**src/rtl/nibble_serial_addsub_pkg.sv**
```systemverilog
// Shared types and constants for the nibble-serial adder/subtractor.
package nibble_serial_addsub_pkg;

    // Width of the shared add/subtract datapath.
    localparam int NIBBLE_W = 4;

    // Sequencer states: waiting for operands, walking nibbles, holding result.
    typedef enum logic [1:0] {
        IDLE = 2'd0,
        RUN  = 2'd1,
        DONE = 2'd2
    } state_t;

endpackage

```
**src/rtl/nibble_alu.sv**
```systemverilog
// Combinational 4-bit ripple add/subtract slice.
// Exposes the carry into the top bit so the caller can derive signed overflow.
module nibble_alu
    import nibble_serial_addsub_pkg::*;
(
    input  logic [NIBBLE_W-1:0] a,
    input  logic [NIBBLE_W-1:0] b,
    input  logic                inv,
    input  logic                cin,
    output logic [NIBBLE_W-1:0] s,
    output logic                c3,
    output logic                cout
);

    logic [NIBBLE_W-1:0] bx_s;
    logic [NIBBLE_W:0]   c_s;

    // Optional B inversion followed by a bit-level ripple carry chain.
    always_comb begin
        bx_s   = b ^ {NIBBLE_W{inv}};
        c_s    = '0;
        c_s[0] = cin;
        s      = '0;
        for (int i = 0; i < NIBBLE_W; i++) begin
            s[i]     = a[i] ^ bx_s[i] ^ c_s[i];
            c_s[i+1] = (a[i] & bx_s[i]) | (c_s[i] & (a[i] ^ bx_s[i]));
        end
        c3   = c_s[NIBBLE_W-1];
        cout = c_s[NIBBLE_W];
    end

endmodule

```
**src/rtl/nibble_serial_addsub.sv**
```systemverilog
// WIDTH-bit adder/subtractor that reuses one 4-bit slice, LS nibble first.
// Optional feature macro: NIBBLE_SERIAL_ADDSUB_FLAGS_EN enables the signed
// overflow and zero flags; without it both flags are tied low.
module nibble_serial_addsub
    import nibble_serial_addsub_pkg::*;
#(
    parameter int WIDTH = 16
) (
    input  logic             clk,
    input  logic             rst,
    input  logic             in_valid,
    output logic             in_ready,
    input  logic [WIDTH-1:0] in_a,
    input  logic [WIDTH-1:0] in_b,
    input  logic             in_sub,
    output logic             out_valid,
    input  logic             out_ready,
    output logic [WIDTH-1:0] out_sum,
    output logic             out_cout,
    output logic             out_ovf,
    output logic             out_zero
);

    localparam int N     = WIDTH / NIBBLE_W;
    localparam int IDX_W = (N > 1) ? $clog2(N) : 1;
    localparam logic [IDX_W-1:0] LAST_IDX = IDX_W'(N - 1);

    state_t              state_r;
    state_t              state_next_s;
    logic [WIDTH-1:0]    a_r;
    logic [WIDTH-1:0]    b_r;
    logic                sub_r;
    logic                carry_r;
    logic [IDX_W-1:0]    idx_r;
    logic [WIDTH-1:0]    sum_r;
    logic                cout_r;

    logic                accept_s;
    logic                last_s;
    logic [NIBBLE_W-1:0] a_nib_s;
    logic [NIBBLE_W-1:0] b_nib_s;
    logic [NIBBLE_W-1:0] nib_s_s;
    logic                nib_c3_s;
    logic                nib_cout_s;
    logic [WIDTH-1:0]    sum_next_s;

    // Handshake signals come only from the state register (and reset for in_ready).
    assign in_ready  = (state_r == IDLE) && !rst;
    assign out_valid = (state_r == DONE);
    assign accept_s  = in_valid && in_ready;
    assign last_s    = (idx_r == LAST_IDX);

    assign out_sum  = sum_r;
    assign out_cout = cout_r;

    // Present the current nibble of each captured operand to the shared slice.
    always_comb begin
        a_nib_s = a_r[int'(idx_r)*NIBBLE_W +: NIBBLE_W];
        b_nib_s = b_r[int'(idx_r)*NIBBLE_W +: NIBBLE_W];
    end

    nibble_alu u_alu (
        .a    (a_nib_s),
        .b    (b_nib_s),
        .inv  (sub_r),
        .cin  (carry_r),
        .s    (nib_s_s),
        .c3   (nib_c3_s),
        .cout (nib_cout_s)
    );

    // Result vector with the current nibble merged in.
    always_comb begin
        sum_next_s = sum_r;
        sum_next_s[int'(idx_r)*NIBBLE_W +: NIBBLE_W] = nib_s_s;
    end

    // State register.
    always_ff @(posedge clk) begin
        if (rst) begin
            state_r <= IDLE;
        end else begin
            state_r <= state_next_s;
        end
    end

    // Next-state decode for the IDLE -> RUN -> DONE sequence.
    always_comb begin
        state_next_s = state_r;
        case (state_r)
            IDLE: begin
                if (accept_s) begin
                    state_next_s = RUN;
                end else begin
                    state_next_s = IDLE;
                end
            end
            RUN: begin
                if (last_s) begin
                    state_next_s = DONE;
                end else begin
                    state_next_s = RUN;
                end
            end
            DONE: begin
                if (out_ready) begin
                    state_next_s = IDLE;
                end else begin
                    state_next_s = DONE;
                end
            end
            default: begin
                state_next_s = IDLE;
            end
        endcase
    end

    // Operand capture, carry chaining and nibble-by-nibble result assembly.
    always_ff @(posedge clk) begin
        if (rst) begin
            a_r     <= '0;
            b_r     <= '0;
            sub_r   <= 1'b0;
            carry_r <= 1'b0;
            idx_r   <= '0;
            sum_r   <= '0;
            cout_r  <= 1'b0;
        end else begin
            case (state_r)
                IDLE: begin
                    if (accept_s) begin
                        a_r     <= in_a;
                        b_r     <= in_b;
                        sub_r   <= in_sub;
                        carry_r <= in_sub;
                        idx_r   <= '0;
                    end
                end
                RUN: begin
                    sum_r   <= sum_next_s;
                    carry_r <= nib_cout_s;
                    idx_r   <= idx_r + IDX_W'(1);
                    if (last_s) begin
                        cout_r <= nib_cout_s;
                    end
                end
                DONE: begin
                    sum_r <= sum_r;
                end
                default: begin
                    idx_r <= '0;
                end
            endcase
        end
    end

`ifdef NIBBLE_SERIAL_ADDSUB_FLAGS_EN
    logic ovf_r;
    logic zero_r;

    // Overflow from the carries around the MSB, zero from the completed sum.
    always_ff @(posedge clk) begin
        if (rst) begin
            ovf_r  <= 1'b0;
            zero_r <= 1'b0;
        end else if ((state_r == RUN) && last_s) begin
            ovf_r  <= nib_c3_s ^ nib_cout_s;
            zero_r <= ~|sum_next_s;
        end else begin
            ovf_r  <= ovf_r;
            zero_r <= zero_r;
        end
    end

    assign out_ovf  = ovf_r;
    assign out_zero = zero_r;
`else
    logic unused_c3_s;
    assign unused_c3_s = nib_c3_s;
    assign out_ovf     = 1'b0;
    assign out_zero    = 1'b0;
`endif

endmodule

```
**config.mk**
```make
export PLATFORM = sky130hd
export DESIGN_NAME = nibble_serial_addsub
export DESIGN_NICKNAME = d
export VERILOG_FILES = /design/src/rtl/nibble_serial_addsub_pkg.sv /design/src/rtl/nibble_alu.sv /design/src/rtl/nibble_serial_addsub.sv
export SDC_FILE = /design/constraint.sdc
export NUM_CORES = 1
export LEC_CHECK = 0
export CAP_MARGIN = 5
export CORE_MARGIN = 5
export CORE_UTILIZATION = 30
export CTS_CLUSTER_DIAMETER = 60
export DETAILED_ROUTE_END_ITERATION = 10
export HOLD_SLACK_MARGIN = 0.03
export SLEW_MARGIN = 20
export SYNTH_ARGS = -nofsm -noshare
export SYNTH_HDL_FRONTEND = slang
export SYNTH_SLANG_ARGS = --single-unit
```
**constraint.sdc**
```tcl
create_clock -name clk -period 9.55 [get_ports clk]
set_clock_uncertainty 0.15 [all_clocks]
set_input_delay 0.955 -clock clk [delete_from_list [all_inputs] [get_ports clk]]
set_output_delay 0.955 -clock clk [all_outputs]
set_load 0.05 [all_outputs]
```
# Word-level counts from Yosys, hierarchy flattened

Index checks and enable logic that the tools add are counted.

Input bits: 37
Register bits: 55
Logic and storage cells: 58

Multiplexer cells: 9
Shifts and indexed selects: 4
Add/subtract/negate cells: 2
Reduce and logical (&&, ||, !) cells: 9
Eq/ne operators: 4
Bitwise gates (word level): 22

Operators by type and width:

| kind                      | count |
|---|---|
| $neg A4 Y33               | 1 |
| $shift A4 B33 Y16 const A | 1 |
| $shiftx A4 B33 Y16        | 1 |
| $shiftx A16 B5 Y4         | 2 |
| $bwmux W16                | 1 |
| $pmux W2 S3               | 2 |
| $and A1 B1 Y1             | 8 |
| $reduce_and A2 Y1         | 4 |
| $xor A1 B1 Y1             | 8 |
| $mux W2                   | 3 |
| $eq A2 B2 Y1 const B      | 2 |
| $or A1 B1 Y1              | 4 |
| $xor A4 B4 Y4             | 1 |
| $add A2 B1 Y2 const B     | 1 |
| $eq A2 B1 Y1 const B      | 1 |
| $logic_and A1 B1 Y1       | 2 |
| $logic_not A2 Y1          | 1 |
| $mux W1                   | 2 |
| $ne A2 B2 Y1 const B      | 1 |
| $pmux W1 S2               | 1 |
| $reduce_bool A2 Y1        | 1 |
| $logic_not A1 Y1          | 1 |
| $not A1 Y1                | 1 |

# Logic depth before layout (Yosys ltp)

Gate-level depths: netlist of run 1.

Word-level depth: 12
Gate-level depth with buffers: 11
Mapped depth without buffers: 9

# By module

Synthesis of run 1 repeated with hierarchy kept, for this count alone.

Cell total of the unflattened synthesis: 291
Area total of the unflattened synthesis: 2541.2 um2

Modules (own cells, without submodules):

| module               | cells each | area an instance (um2) | times used |
|---|---|---|---|
| nibble_serial_addsub | 275        | 2396.0                 | 1 |
| nibble_alu           | 16         | 145.1                  | 1 |

# Worst setup path before layout of run 1

OpenSTA, ideal clock, no wires.

Path type: reg2reg
From: register idx_r[0]
To: register sum_r[11], in the netlist out_sum[11]
Path buffers: 1
Required time: 9.330 ns
Clock period less this slack: 3.619 ns
Library setup time: 0.070 ns
Cell stages (with the launch flop): 10
Data arrival time: 3.399 ns
Path slack: 5.931 ns
Cell sequence: dfxtp_1 -> buf_6 -> mux4_2 -> xnor2_1 -> fa_1 -> fa_1 -> fa_1 -> fa_1 -> or4_1 -> a21oi_1

Longest elaborated chain between the ends: 12

RTL lines:

| element                  | RTL line                           | text |
|---|---|---|
| start: declaration       | nibble_serial_addsub.sv:34         | `logic [IDX_W-1:0] idx_r;` |
| start signal: assignment | nibble_serial_addsub.sv:142        | `idx_r <= idx_r + IDX_W'(1);` |
| $shiftx A16 B5 Y4        | nibble_serial_addsub.sv:59         | `b_nib_s = b_r[int'(idx_r)*NIBBLE_W +: NIBBLE_W];` |
| $xor A4 B4 Y4            | nibble_alu.sv:20                   | `bx_s = b ^ {NIBBLE_W{inv}};` |
| $xor A1 B1 Y1            | nibble_alu.sv:25, nibble_alu.sv:26 |  |
| $and A1 B1 Y1            | nibble_alu.sv:26                   | `c_s[i+1] = (a[i] & bx_s[i]) \| (c_s[i] & (a[i] ^ bx_s[i]));` |
| $or A1 B1 Y1             | nibble_alu.sv:26                   |  |
| $and A1 B1 Y1            | nibble_alu.sv:26                   |  |
| $or A1 B1 Y1             | nibble_alu.sv:26                   |  |
| $and A1 B1 Y1            | nibble_alu.sv:26                   |  |
| $or A1 B1 Y1             | nibble_alu.sv:26                   |  |
| $xor A1 B1 Y1            | nibble_alu.sv:25                   | `s[i] = a[i] ^ bx_s[i] ^ c_s[i];` |
| $shiftx A4 B33 Y16       | nibble_serial_addsub.sv:75         | `sum_next_s[int'(idx_r)*NIBBLE_W +: NIBBLE_W] = nib_s_s;` |
| $bwmux W16 (*)           | nibble_serial_addsub.sv:75         |  |
| end signal: assignment   | nibble_serial_addsub.sv:140        | `sum_r <= sum_next_s;` |
| end signal: assignment   | nibble_serial_addsub.sv:148        | `sum_r <= sum_r;` |
| end: declaration         | nibble_serial_addsub.sv:35         | `logic [WIDTH-1:0] sum_r;` |

Every way passes the cells marked *; elsewhere a longest branch is shown, timed or not.
A chain may end at the register's enable or synchronous reset.

# Worst setup path after layout of run 1

Ends and elaborated chain as after synthesis.

==> run summary, run 1 <==
status = finished clean
placed insts = 422
CTS tree = done
clock slew at reported path FFs = 0.09 ns
NumNets Final = 371
Fill cells = 852
DIE AREA = 10400 sq um
net switching power = 116 uW
# IOs = 58
DR DRC count = 0
post-CTS sizing = 0
Layout Cells excl Fill = 430
# rows = 33
H-tree levels = 2
Worst R2R Path Depth = 8
final WL = 5.64 mm
worst vdd rail ir drop = 0.0000552 V
Vias/cell = 4.63
Avg WL per Cell = 13.1 um
Setup TNS Final = 0 ns
critical path peak fanout = 21
worst path buffer plus inverter count = 0
share of cells above drive strength 1 = 0.0615
Syn Std Cell Area = 2540 sq um
Post-Syn Instances = 281
Post-CTS Setup Inserts = 0
RSZ-0062 raised after global routing = false
GPL Wtd Cong = 0.774
Leak = 1.05 nW
final worst path period need = 4.25 ns
iteration count of the initial detailed-routing pass = 4
r2r startpoint = idx_r[0]$_SDFFE_PP0P_
Crit path largest cell delay = 0.91 ns
global route overflow = 0
Logic pwr share = 0.154
Core Area = 8260 sq um
vias = 1991
pwr/cell area = 138 nW/um^2
switching power share of the total = 0.266
cell family with most CP delay = adder cells
Critical Path Most Common Cell = fa_1
setup violators final = 0
Skew-Pair Late Insertion Delay = 0.31 ns
Synth top area share = 0.433
CP arrival = 4.34 ns
root buffer cell = clkbuf_8
final hold vios = 0
sequential share of power = 0.562
Num CTS Buffers = 5
synth unique cells = 38
maximum clock insertion buffer count = 2
startpoint type of the worst setup path = flop
dpl ws = 5.33 ns
Slew headroom = 0.411
Worst R2R End = out_sum[11]$_SDFFE_PP0P_
remaining antenna violation count = 0
synth top area cells = dfxtp_1 43%, nand2_1 11%, a21oi_1 9.1%
area delta synth->final = 24.9%
commonest non-fill, non-tap cell in the layout = nand2_1
Fmax = 0.236 GHz
Crit-path slowest cell = dfxtp_1
Die H = 102 um
Mean Syn Cell Area = 9.05 sq um
DP Wirelength = 4.12 mm
most frequent cells in the layout = 77 x nand2_1, 55 x dfxtp_1, 54 x clkdlybuf4s50_1, 46 x a21oi_1, 9 x inv_1
DRT iter0 DRCs = 102
Ys Warns = 0
worst hold endpoint = out_sum[9]$_SDFFE_PP0P_
max cap viols = 0
flop2flop setup slack = 5.30 ns
Final period util = 0.445
initial antenna violation count = 0
Crit. End Element = flop
post-synthesis sequential area ratio = 0.433
Final Hold Slack = 0.306 ns
worst-margin pin slew = 0.882 ns
Hold Path Origin = out_sum[9]$_SDFFE_PP0P_
Initial Utilization = 0.308
worst min path class = reg -> reg
cell taking the most area after synthesis = dfxtp_1
Power Total = 437 uW
largest net degree at the start of global routing = 63
worst hold stages = 2
first-pass GRT wire length = 9.48 mm
antenna cell count = 0
Internal = 320 uW
CP Cell Sequence = mux4_2 > xnor2_1 > fa_1 > fa_1 > fa_1 > fa_1 > or4_1 > a21oi_1
Worst EP required = 9.64 ns
Crit Path Class = reg -> reg
DIE WIDTH = 102 um
final worst slack = 5.30 ns
register bit total from synthesis = 55
Clock power frac = 0.283
clk sinks = 55
Final Max Tran Viols = 0
number of buffers inserted by port buffering = 55
CTS Hold Bufs = 0
Total Routing Usage GR = 0.114
vias in the first global route = 2003
## synthesized netlist by cell type
library cell / number
nand2_1: 77
xnor2_1: 4
mux4_2: 7
o21bai_1: 1
nor3b_1: 1
nor2b_1: 3
mux4_1: 1
and3b_1: 1
o21a_1: 1
nand3b_1: 3
dfxtp_1: 55
nor3_1: 2
nor4bb_1: 1
o32ai_1: 4
or4_1: 7
a22oi_1: 1
a21oi_1: 46
inv_1: 9
buf_6: 5
or4b_4: 1
mux2i_1: 1
a221oi_1: 1
nand3_1: 1
buf_1: 2
nor4b_4: 1
fa_1: 4
ha_1: 6
a311oi_1: 1
or3_1: 4
nor2_1: 5
or3b_1: 1
clkbuf_1: 5
buf_4: 6
buf_2: 4
a31oi_1: 1
nand2b_1: 6
a32oi_1: 1
conb_1: 1
## worst max path at each step
stage / from / endpoint / slack, ns / depth (start not counted)
2_1_floorplan: idx_r[0]$_SDFFE_PP0P_ / out_sum[11]$_SDFFE_PP0P_ / 5.93 / 9
3_3_place_gp: idx_r[0]$_SDFFE_PP0P_ / out_sum[11]$_SDFFE_PP0P_ / 5.40 / 8
3_5_place_dp: idx_r[0]$_SDFFE_PP0P_ / out_sum[11]$_SDFFE_PP0P_ / 5.33 / 8
4_1_cts: idx_r[0]$_SDFFE_PP0P_ / out_sum[11]$_SDFFE_PP0P_ / 5.31 / 8
5_1_grt: idx_r[0]$_SDFFE_PP0P_ / out_sum[11]$_SDFFE_PP0P_ / 5.14 / 8
6_report: idx_r[0]$_SDFFE_PP0P_ / out_sum[11]$_SDFFE_PP0P_ / 5.30 / 8
## metal layers
metal	up-vias	wire (um)	global-route usage
met3	7	302	0.0273
met1	911	2680	0.153
met4	0	66	0.0333
li1	1032	-	-
met5	-	0	0
met2	41	2580	0.181
## power groups by stage
stage,registers (mW),clock network [mW],logic [mW]
floorplan,0.249,0,0.0452
global placement,0.251,0,0.0669
detailed placement,0.251,0,0.0679
CTS,0.246,0.128,0.0681
global route,0.247,0.137,0.0743
finish,0.246,0.124,0.0675
## worst min-delay path, delay by kind of cell (launching register included)
kind,cells,cell delay [ns]
simple gates,1,0.05
compound gates,1,0.05
flops,1,0.32
## final cells by class
class | instances | area, sq um | area share
multi-input cells | 196 | 1260 | 0.398
flip-flops and latches | 55 | 1100 | 0.347
repair buffers | 57 | 561 | 0.177
well taps | 105 | 131 | 0.0414
clock buffers | 5 | 68.8 | 0.0217
inverters | 9 | 33.8 | 0.0106
clock inverters | 3 | 15.0 | 0.00473
## state kept, by name (all words and copies together), names as in the netlist
signal    flops
a_r          16
b_r          16
carry_r       1
idx_r         2
out_cout      1
out_sum      16
state_r       2
sub_r         1
## kinds of logic after synthesis
| kind of cell | count (synthesis) | share of synthesized area |
|---|---|---|
| xor+xnor | 4 | 0.0138 |
| other cells | 1 | 0.00147 |
| simple gates | 114 | 0.217 |
| flops | 55 | 0.433 |
| mux | 9 | 0.0763 |
| buf+inv | 31 | 0.0714 |
| compound gates | 57 | 0.126 |
| fa+ha+maj | 10 | 0.0610 |
## stage by stage
stage / utilization / area [sq um]
floorplan: - / 2550
global placement: 0.374 / 3090
detailed placement: 0.374 / 3090
CTS: 0.384 / 3170
global route: 0.384 / 3170
finish: 0.384 / 3170
(Power assumes the default switching activity.)
==> run 2: changes to the inputs <==
==> constraint.sdc (replaced) <==
create_clock -name clk -period 3.75 [get_ports clk]
set_clock_uncertainty 0.15 [all_clocks]
set_input_delay 0.375 -clock clk [delete_from_list [all_inputs] [get_ports clk]]
set_output_delay 0.375 -clock clk [all_outputs]
set_load 0.05 [all_outputs]
==> run 2 against run 1 <==
  * Sequential share of layout area shrank 0.47 points
  * Fmax grew 17%
  * Clock-buffer cell count is the same
  * Wire length grew 2.1%
  * Register-to-register slack lost 5.2 ns
  * Die area is the same
==> run summary, run 2 (synthesis results as in run 1) <==
RSZ-0062 raised after global routing = false
Vias/cell = 4.69
Crit-path slowest cell = mux4_2
root buffer cell = clkbuf_8
vias = 2027
Initial Utilization = 0.308
# rows = 33
Worst R2R Path Depth = 8
max cap viols = 0
Hold Path Origin = out_sum[8]$_SDFFE_PP0P_
flop2flop setup slack = 0.11 ns
Finished Cell Area = 3220 sq um
# IOs = 58
Fill cells = 874
DIE WIDTH = 102 um
iteration count of the initial detailed-routing pass = 4
setup violators final = 0
global route overflow = 0
Final Max Tran Viols = 0
most frequent cells in the layout = 77 x nand2_1, 55 x dfxtp_1, 54 x clkdlybuf4s50_1, 46 x a21oi_1, 9 x inv_1
Worst EP required = 3.84 ns
CP arrival = 3.74 ns
Post-CTS Setup Inserts = 0
r2r startpoint = idx_r[0]$_SDFFE_PP0P_
Num CTS Buffers = 5
Avg WL per Cell = 13.3 um
Fmax = 0.274 GHz
Power Total = 1.19 mW
pwr/cell area = 370 nW/um^2
clock slew at reported path FFs = 0.10 ns
Die H = 102 um
dpl ws = 0.134 ns
Setup TNS Final = 0 ns
Crit Path Class = reg -> reg
Core Area = 8260 sq um
multi-input gate area in the final layout = 1260 sq um
Worst R2R End = out_sum[11]$_SDFFE_PP0P_
met2 Resource Use GR = 0.193
status = finished clean
NumNets Final = 373
final worst slack = 0.106 ns
Crit. End Element = flop
Worst Setup SP = idx_r[0]$_SDFFE_PP0P_
largest net degree at the start of global routing = 61
Skew-Pair Late Insertion Delay = 0.31 ns
startpoint type of the worst setup path = flop
CP Cell Sequence = mux4_2 > xnor2_1 > fa_1 > fa_1 > fa_1 > fa_1 > or4_1 > a21oi_1
worst path buffer plus inverter count = 0
area delta synth->final = 26.6%
DRT iter0 DRCs = 140
cell family with most CP delay = adder cells
Critical Path Most Common Cell = fa_1
Final period util = 0.972
GRT met3 Usage = 0.0259
Crit path largest cell delay = 0.52 ns
CTS tree = done
antenna cell count = 0
remaining antenna violation count = 0
final hold vios = 0
clk sinks = 55
vias in the first global route = 2021
DR DRC count = 0
number of buffers inserted by port buffering = 55
H-tree levels = 2
GPL Wtd Cong = 0.758
Setup crit end = out_sum[11]$_SDFFE_PP0P_
first-pass GRT wire length = 9.60 mm
initial antenna violation count = 0
post-CTS sizing = 0
share of cells above drive strength 1 = 0.0673
worst-margin pin slew = 0.689 ns
DP Wirelength = 4.31 mm
Total Routing Usage GR = 0.116
worst vdd rail ir drop = 0.000135 V
final worst path period need = 3.64 ns
critical path peak fanout = 4
Slew headroom = 0.539
CTS Hold Bufs = 0
worst min path class = reg -> reg
critical path depth in cells = 8
Final Hold Slack = 0.308 ns
maximum clock insertion buffer count = 2
global routing's busiest layer = met2
final WL = 5.75 mm
FF/Latch Area = 1100 sq um
Area after DPL = 3110 sq um
Leak = 1.08 nW
DIE AREA = 10400 sq um
commonest non-fill, non-tap cell in the layout = nand2_1
met1 Use GR = 0.155
## run 2: through the flow
stage	util	std cells
after floorplan	-	282
after global placement	0.376	424
after detailed placement	0.376	424
after CTS	0.390	432
after global routing	0.390	432
final	0.390	432
## run 2: layout make-up
cell class | instances | share of cell area
Clock inverter | 3 | 0.0136
Tap cell | 105 | 0.0408
Clock buffer | 5 | 0.0214
Inverter | 9 | 0.0105
Sequential cell | 55 | 0.342
Timing Repair Buffer | 59 | 0.179
Multi-Input combinational cell | 196 | 0.393
## run 2: worst min-delay path, cell delays in order, from the launching register on
cell and delay [ns]:
dfxtp_1 0.32, nand2_1 0.05, a21oi_1 0.05
## run 2: metal layers
layer / up-vias / part of all wire / wire [um]
li1: 1042 / - / -
met1: 927 / 0.47 / 2680
met2: 53 / 0.48 / 2760
met3: 5 / 0.045 / 259
met4: 0 / 0.0078 / 45
met5: - / 0 / 0
## run 2: report_power, final
| group | leakage (nW) | internal [mW] | switching [mW] |
|---|---|---|---|
| registers | 0.447 | 0.605 | 0.0155 |
| clock network | 0.0581 | 0.199 | 0.194 |
| logic | 0.570 | 0.0837 | 0.0945 |
| total | 1.07 | 0.888 | 0.304 |
## run 2: worst min-delay path by stage
stage	depth (start not counted)	end	slack, ns
6_report	2	out_sum[8]$_SDFFE_PP0P_	0.31
5_1_grt	2	b_r[12]$_SDFFE_PP0P_	0.33
4_1_cts	2	b_r[6]$_SDFFE_PP0P_	0.31
2_1_floorplan	2	b_r[6]$_SDFFE_PP0P_	0.28
3_5_place_dp	2	b_r[6]$_SDFFE_PP0P_	0.30
3_3_place_gp	2	out_sum[9]$_SDFFE_PP0P_	0.29
